[src/rtl/uart_echo.sv]
// UART loopback: oversampled RX -> FIFO -> TX, with frame/overrun reporting.
// Optional even parity on both directions when UART_ECHO_PARITY_EN is defined.
module uart_echo #(
    parameter int DIV   = 4,
    parameter int OVS   = 5,
    parameter int WIDTH = 8,
    parameter int DEPTH = 16
) (
    input  logic       clk,
    input  logic       rst,
    input  logic       rx,
    input  logic       loop_en,
    output logic       tx,
    output logic [3:0] status,
    output logic       frame_err,
    output logic       overrun
);

    localparam int DW = (DIV > 1) ? $clog2(DIV) : 1;
    localparam int OW = $clog2(OVS + 1);
    localparam int BW = $clog2(WIDTH + 1);
    localparam int AW = $clog2(DEPTH);

    localparam logic [DW-1:0] DIV_LAST = DW'(DIV - 1);
    localparam logic [OW-1:0] OS_LAST  = OW'(OVS - 1);
    localparam logic [OW-1:0] OS_HALF  = OW'(OVS / 2 - 1);
    localparam logic [BW-1:0] BIT_LAST = BW'(WIDTH - 1);
    localparam logic [AW:0]   CNT_FULL = (AW + 1)'(DEPTH);
    localparam logic [AW:0]   CNT_HALF = (AW + 1)'(DEPTH / 2);

    typedef enum logic [2:0] {
        S_IDLE,
        S_START,
        S_DATA,
`ifdef UART_ECHO_PARITY_EN
        S_PARITY,
`endif
        S_STOP
    } state_t;

    logic [DW-1:0]    r_div_cnt;
    logic             w_tick;
    logic             r_sync1, r_sync2;
    logic             w_rx_s;

    state_t           r_rx_state;
    logic [OW-1:0]    r_rx_cnt;
    logic [BW-1:0]    r_rx_bits;
    logic [WIDTH-1:0] r_rx_shift;
    logic             r_rx_prev;
    logic             r_wr_en;
    logic [WIDTH-1:0] r_wr_data;
    logic             r_frame_err;
    logic             w_par_bad;

    logic [WIDTH-1:0] r_mem [DEPTH];
    logic [AW-1:0]    r_wr_ptr, r_rd_ptr;
    logic [AW:0]      r_count;
    logic             r_sticky;
    logic             r_overrun;
    logic             w_full, w_not_empty, w_push, w_pop;

    state_t           r_tx_state;
    logic [OW-1:0]    r_tx_cnt;
    logic [BW-1:0]    r_tx_bits;
    logic [WIDTH-1:0] r_tx_shift;
    logic             r_tx;

    assign w_tick = (r_div_cnt == DIV_LAST);

    // NOTE: all state below uses non-blocking assignments so every flop samples pre-edge values.
    always_ff @(posedge clk or posedge rst) begin
        if (rst) begin
            r_div_cnt <= '0;
            r_sync1   <= 1'b1;
            r_sync2   <= 1'b1;
        end else begin
            r_div_cnt <= w_tick ? '0 : r_div_cnt + 1'b1;
            r_sync1   <= rx;
            r_sync2   <= r_sync1;
        end
    end

    assign w_rx_s = r_sync2;

`ifdef UART_ECHO_PARITY_EN
    logic r_par_bad;
    assign w_par_bad = r_par_bad;
`else
    assign w_par_bad = 1'b0;
`endif

    always_ff @(posedge clk or posedge rst) begin
        if (rst) begin
            r_rx_state  <= S_IDLE;
            r_rx_cnt    <= '0;
            r_rx_bits   <= '0;
            r_rx_shift  <= '0;
            r_rx_prev   <= 1'b1;
            r_wr_en     <= 1'b0;
            r_wr_data   <= '0;
            r_frame_err <= 1'b0;
`ifdef UART_ECHO_PARITY_EN
            r_par_bad   <= 1'b0;
`endif
        end else begin
            r_wr_en     <= 1'b0;
            r_frame_err <= 1'b0;
            if (w_tick) begin
                r_rx_prev <= w_rx_s;
                case (r_rx_state)
                    S_IDLE: if (r_rx_prev && !w_rx_s) begin
                        r_rx_state <= S_START;
                        r_rx_cnt   <= '0;
                    end
                    S_START: if (r_rx_cnt == OS_HALF) begin
                        r_rx_cnt   <= '0;
                        r_rx_bits  <= '0;
                        r_rx_state <= w_rx_s ? S_IDLE : S_DATA;
                    end else begin
                        r_rx_cnt <= r_rx_cnt + 1'b1;
                    end
                    S_DATA: if (r_rx_cnt == OS_LAST) begin
                        r_rx_cnt   <= '0;
                        r_rx_shift <= {w_rx_s, r_rx_shift[WIDTH-1:1]};
                        if (r_rx_bits == BIT_LAST) begin
`ifdef UART_ECHO_PARITY_EN
                            r_rx_state <= S_PARITY;
`else
                            r_rx_state <= S_STOP;
`endif
                        end else begin
                            r_rx_bits <= r_rx_bits + 1'b1;
                        end
                    end else begin
                        r_rx_cnt <= r_rx_cnt + 1'b1;
                    end
`ifdef UART_ECHO_PARITY_EN
                    S_PARITY: if (r_rx_cnt == OS_LAST) begin
                        r_rx_cnt   <= '0;
                        r_par_bad  <= (w_rx_s != ^r_rx_shift);
                        r_rx_state <= S_STOP;
                    end else begin
                        r_rx_cnt <= r_rx_cnt + 1'b1;
                    end
`endif
                    S_STOP: if (r_rx_cnt == OS_LAST) begin
                        r_rx_cnt   <= '0;
                        r_rx_state <= S_IDLE;
                        if (!w_rx_s || w_par_bad) begin
                            r_frame_err <= 1'b1;
                        end else begin
                            r_wr_en   <= 1'b1;
                            r_wr_data <= r_rx_shift;
                        end
                    end else begin
                        r_rx_cnt <= r_rx_cnt + 1'b1;
                    end
                    default: r_rx_state <= S_IDLE;
                endcase
            end
        end
    end

    assign w_full      = (r_count == CNT_FULL);
    assign w_not_empty = (r_count != '0);
    assign w_pop       = w_tick && (r_tx_state == S_IDLE) && loop_en && w_not_empty;
    // A pop in the same cycle frees the slot, so a full FIFO can still accept.
    assign w_push      = r_wr_en && (!w_full || w_pop);

    // NOTE: the storage array has no reset; pointers and count define validity.
    always_ff @(posedge clk) begin
        if (w_push) r_mem[r_wr_ptr] <= r_wr_data;
    end

    always_ff @(posedge clk or posedge rst) begin
        if (rst) begin
            r_wr_ptr  <= '0;
            r_rd_ptr  <= '0;
            r_count   <= '0;
            r_sticky  <= 1'b0;
            r_overrun <= 1'b0;
        end else begin
            r_overrun <= 1'b0;
            if (w_push) r_wr_ptr <= r_wr_ptr + 1'b1;
            if (w_pop)  r_rd_ptr <= r_rd_ptr + 1'b1;
            if (w_push && !w_pop)      r_count <= r_count + 1'b1;
            else if (!w_push && w_pop) r_count <= r_count - 1'b1;
            if (r_wr_en && !w_push) begin
                r_overrun <= 1'b1;
                r_sticky  <= 1'b1;
            end
        end
    end

`ifdef UART_ECHO_PARITY_EN
    logic r_tx_par;
`endif

    always_ff @(posedge clk or posedge rst) begin
        if (rst) begin
            r_tx_state <= S_IDLE;
            r_tx_cnt   <= '0;
            r_tx_bits  <= '0;
            r_tx_shift <= '0;
            r_tx       <= 1'b1;
`ifdef UART_ECHO_PARITY_EN
            r_tx_par   <= 1'b0;
`endif
        end else if (w_tick) begin
            case (r_tx_state)
                S_IDLE: if (w_pop) begin
                    r_tx_shift <= r_mem[r_rd_ptr];
`ifdef UART_ECHO_PARITY_EN
                    r_tx_par   <= ^r_mem[r_rd_ptr];
`endif
                    r_tx       <= 1'b0;
                    r_tx_cnt   <= '0;
                    r_tx_state <= S_START;
                end
                S_START: if (r_tx_cnt == OS_LAST) begin
                    r_tx_cnt   <= '0;
                    r_tx_bits  <= '0;
                    r_tx       <= r_tx_shift[0];
                    r_tx_state <= S_DATA;
                end else begin
                    r_tx_cnt <= r_tx_cnt + 1'b1;
                end
                S_DATA: if (r_tx_cnt == OS_LAST) begin
                    r_tx_cnt <= '0;
                    if (r_tx_bits == BIT_LAST) begin
`ifdef UART_ECHO_PARITY_EN
                        r_tx       <= r_tx_par;
                        r_tx_state <= S_PARITY;
`else
                        r_tx       <= 1'b1;
                        r_tx_state <= S_STOP;
`endif
                    end else begin
                        r_tx_bits  <= r_tx_bits + 1'b1;
                        r_tx_shift <= r_tx_shift >> 1;
                        r_tx       <= r_tx_shift[1];
                    end
                end else begin
                    r_tx_cnt <= r_tx_cnt + 1'b1;
                end
`ifdef UART_ECHO_PARITY_EN
                S_PARITY: if (r_tx_cnt == OS_LAST) begin
                    r_tx_cnt   <= '0;
                    r_tx       <= 1'b1;
                    r_tx_state <= S_STOP;
                end else begin
                    r_tx_cnt <= r_tx_cnt + 1'b1;
                end
`endif
                S_STOP: if (r_tx_cnt == OS_LAST) begin
                    r_tx_cnt   <= '0;
                    r_tx_state <= S_IDLE;
                end else begin
                    r_tx_cnt <= r_tx_cnt + 1'b1;
                end
                default: r_tx_state <= S_IDLE;
            endcase
        end
    end

    assign tx        = r_tx;
    assign frame_err = r_frame_err;
    assign overrun   = r_overrun;
    assign status    = {r_sticky, w_full, (r_count >= CNT_HALF), w_not_empty};

endmodule
[config.mk]
export PLATFORM = sky130hd
export DESIGN_NAME = uart_echo
export DESIGN_NICKNAME = d
export VERILOG_FILES = /design/src/rtl/uart_echo.sv
export SDC_FILE = /design/constraint.sdc
export NUM_CORES = 1
export LEC_CHECK = 0
export CORE_UTILIZATION = 67
export CTS_CLUSTER_DIAMETER = 50
export DETAILED_ROUTE_END_ITERATION = 16
export GPL_TIMING_DRIVEN = 0
export PLACE_DENSITY = 0.94
export SLEW_MARGIN = 20
export SYNTH_ARGS = -nofsm -noshare
export SYNTH_HDL_FRONTEND = slang
export SYNTH_SLANG_ARGS = --single-unit
[constraint.sdc]
create_clock -name clk -period 4.76 [get_ports clk]
set_input_delay 0.952 -clock clk [delete_from_list [all_inputs] [get_ports clk]]
set_output_delay 0.952 -clock clk [all_outputs]
set_load 0.01 [all_outputs]
==> metrics.txt <==
Min-Delay Path Depth=0; number of instances in the synthesized netlist=532; Cell Chain, Critical Path=clkdlybuf4s50_1 > nand3_1 > a21oi_1 > inv_1 > ha_1 > inv_1 > ha_1 > nor2b_1 > o21a_1 > or3_1 > a21oi_1 > xor2_1; I/O Buffers=10; endpoints failing setup=0; final cycle utilization of the critical path=0.736; Worst EP arrival=3.86 ns; CTS Buf Count=17; share of total power in sequential cells=0.443; worst r2r dst=r_count[4]; Period minus WS final=3.50 ns; depth of the worst register-to-register path=13; post-synthesis cell type with the largest combined area=sky130_fd_sc_hd__edfxtp_1; share of the synthesized area in compound gates (AO/OA/AOI/OAI)=0.0564; mux cell area share after synthesis=0.115; clock slew seen by the registers of the worst setup and hold paths=0.06 ns; remaining design rule violation count=0; drt pass-1 iters=7; leading cell type by number of instances after synthesis=sky130_fd_sc_hd__edfxtp_1; commonest cells in the netlist=sky130_fd_sc_hd__edfxtp_1, sky130_fd_sc_hd__dfrtp_1, sky130_fd_sc_hd__nand2_1; vias post-DR=4862; quantity of gates resized following cts=0; startpoint-to-endpoint class of the critical path=input pin to register; starting utilization of the core area=0.685; category of the worst setup path capture point=register; layout cells sized above 1=0.176; simple-gate share of the synthesized area=0.0832; Clock Power Share=0.339; net switching power of the design=1.30 mW; main flop type after synthesis=sky130_fd_sc_hd__edfxtp_1; Die Y-Extent=113 um; outcome=finished clean; vias in the first global route=4894; GR Util All Layers=0.310; setup TNS=0 ns; EDFF count, synth=128; worst setup path startpoint=loop_en; synthesized area divided by synthesized cell count=15.5 um^2; Largest stage delay, worst path=0.51 ns; max-capacitance violation count=0; Endpoint, Worst Hold=r_sync2; wire length of the first global-routing pass=27.8 mm; overall overflow remaining after global route=0; cts hold-fix bufs=0; Final Hold Fails=0; top-level I/O count=11; internal power of the cells=3.24 mW; synthesized-area fraction occupied by adder cells=0.0389; hold path startpoint=r_sync1; share of synthesized flip-flops with an asynchronous set or reset=0.337; timing-limited maximum frequency=285 MHz; share of Yosys cell area claimed by the top area cell type=0.467; net total in the final layout=591; critical path fanouts, max=4; Setup Skew=0.00697 ns; CTS root buf=sky130_fd_sc_hd__clkbuf_16; setup fix buffers added after clock tree synthesis=0; dominant combinational cell family by area after synthesis=multiplexers; area grow syn2layout=11.7%; detailed placer's ending HPWL=11.2 mm; sinks on the clock net=193; leading post-synthesis cells by cell area=sky130_fd_sc_hd__edfxtp_1, sky130_fd_sc_hd__dfrtp_1, sky130_fd_sc_hd__mux4_2, sky130_fd_sc_hd__ha_1, sky130_fd_sc_hd__nand2_1; CTS tree=yes; CTS H-tree depth=4; largest net degree at the start of global routing=64; gpl congestion=0.804; nature of the critical path startpoint=input pin; remaining antenna violation count after routing=0; placed standard-cell area=0.00854 mm^2; switching share of total power=0.286; start of the worst register-to-register path=r_tx_state[0]; Clock Tree Buf Depth=2; core region area=0.0120 mm^2; Diodes inserted=0; number of DRC markers in iteration 0=755; number of core rows=40; Worst VDD drop=0.317 mV; max-slew violation count=0; Final Routed Wirelength=18.2 mm; sequential-to-total area share from yosys stat=0.665; via density per instance=6.73; Crit-path slowest cell=sky130_fd_sc_hd__clkdlybuf4s50_1; Total Die Area=0.0127 mm^2; worst path bufs/invs=3; setup slack, reg-to-reg=1.37 ns; post-placement worst setup slack=0.921 ns; Hold WC Path Type=register to register; Synth Register Bits=193; worst setup margin=1.26 ns; design area=0.00919 mm^2; cell type group with the largest total delay on the critical path=buffers and inverters; antenna violations before repair=0; Worst Max-Slew Pin Slew=0.723 ns; count of distinct cell types in the synthesized netlist=55; endpoint required time on the critical path=5.12 ns; clock latency on the worst-skew pair=0.44 ns; xor and xnor fraction of the mapped netlist area=0.0128; Pwr Density=494 mW/mm^2; Routed WL per cell=25.3 um; post-synth design cell area=0.00823 mm^2; net count after synthesis=561; width of the chip=113 um; setup repair after global routing missed its margin=false; Leak Pwr=3.28 nW; combinational group share of total power=0.217; Ys Warns=0; max-slew headroom at the worst pin=0.518
==> cell type report <==
cell class / instances / area, um^2
flip-flops and latches: 193 / 5480
plain buffers: 24 / 166
fillers: 611 / 2820
multi-input cells: 296 / 2520
inverters: 19 / 73.8
clock buffers: 20 / 467
repair buffers: 11 / 128
clock inverters: 12 / 179
well taps: 147 / 184
==> layout by cell type, fill, tap and decap left out, types with 14 or more instances in the layout <==
| master | count |
|---|---|
| sky130_fd_sc_hd__nand2_1 | 54 |
| sky130_fd_sc_hd__ha_1 | 24 |
| sky130_fd_sc_hd__edfxtp_1 | 128 |
| sky130_fd_sc_hd__o21ai_0 | 15 |
| sky130_fd_sc_hd__nor2_1 | 17 |
| sky130_fd_sc_hd__inv_1 | 17 |
| sky130_fd_sc_hd__and2_1 | 15 |
| sky130_fd_sc_hd__a21oi_1 | 27 |
| sky130_fd_sc_hd__dfrtp_1 | 61 |
| sky130_fd_sc_hd__a22oi_1 | 14 |
| sky130_fd_sc_hd__mux2_2 | 16 |
| sky130_fd_sc_hd__mux4_2 | 26 |
| sky130_fd_sc_hd__clkbuf_16 | 17 |
==> metrics by stage <==
stage / power, mW / cells / utilization / hold slack (ns)
global route: 4.70 / 722 / 0.765 / 0.364
detailed placement: 2.98 / 690 / 0.711 / 0.347
global placement: 2.90 / 689 / 0.709 / 0.347
CTS: 4.53 / 722 / 0.765 / 0.356
finish: 4.54 / 722 / 0.765 / 0.356
floorplan: 2.72 / 532 / - / 0.345
==> cell families after synthesis <==
kind of cell | count (synthesis)
AO/OA/AOI/OAI | 75
buffers and inverters | 43
multiplexers | 50
adder cells (fa/ha/maj) | 25
XOR/XNOR | 12
AND/OR/NAND/NOR | 134
flip-flops | 193
==> power by group through the flow <==
| stage | sequential [mW] | clock (mW) | combinational (mW) |
|---|---|---|---|
| 4_1_cts | 2.01 | 1.54 | 0.978 |
| 3_5_place_dp | 2.04 | 0 | 0.938 |
| 2_1_floorplan | 2.00 | 0 | 0.718 |
| 5_1_grt | 2.03 | 1.61 | 1.06 |
| 3_3_place_gp | 2.02 | 0 | 0.880 |
| 6_report | 2.01 | 1.54 | 0.987 |
==> flip-flops by register name, summed over array words and instances, names as in the netlist, 2 cells and up <==
register,cells
r_wr_ptr,4
r_rd_ptr,4
r_rx_shift,8
r_tx_bits,4
r_div_cnt,2
r_rx_bits,4
r_wr_data,8
r_rx_state,2
r_tx_cnt,3
r_rx_cnt,3
r_count,5
r_mem,128
r_tx_state,2
r_tx_shift,8
==> how the worst max path moves through the flow <==
stage	depth (start not counted)	endpoint
4_1_cts	12	r_count[4]
5_1_grt	12	r_count[4]
6_report	12	r_count[4]
3_5_place_dp	12	r_count[4]
3_3_place_gp	12	r_count[4]
2_1_floorplan	11	r_count[4]
==> metal layers <==
metal / share of wire / track usage / vias to the layer above
met3: 0.074 / 0.0589 / 64
met1: 0.37 / 0.393 / 2430
met2: 0.50 / 0.509 / 316
met4: 0.047 / 0.178 / 0
met5: 0 / 0 / -
li1: - / - / 2052
Power figures use the tool's default switching activity.
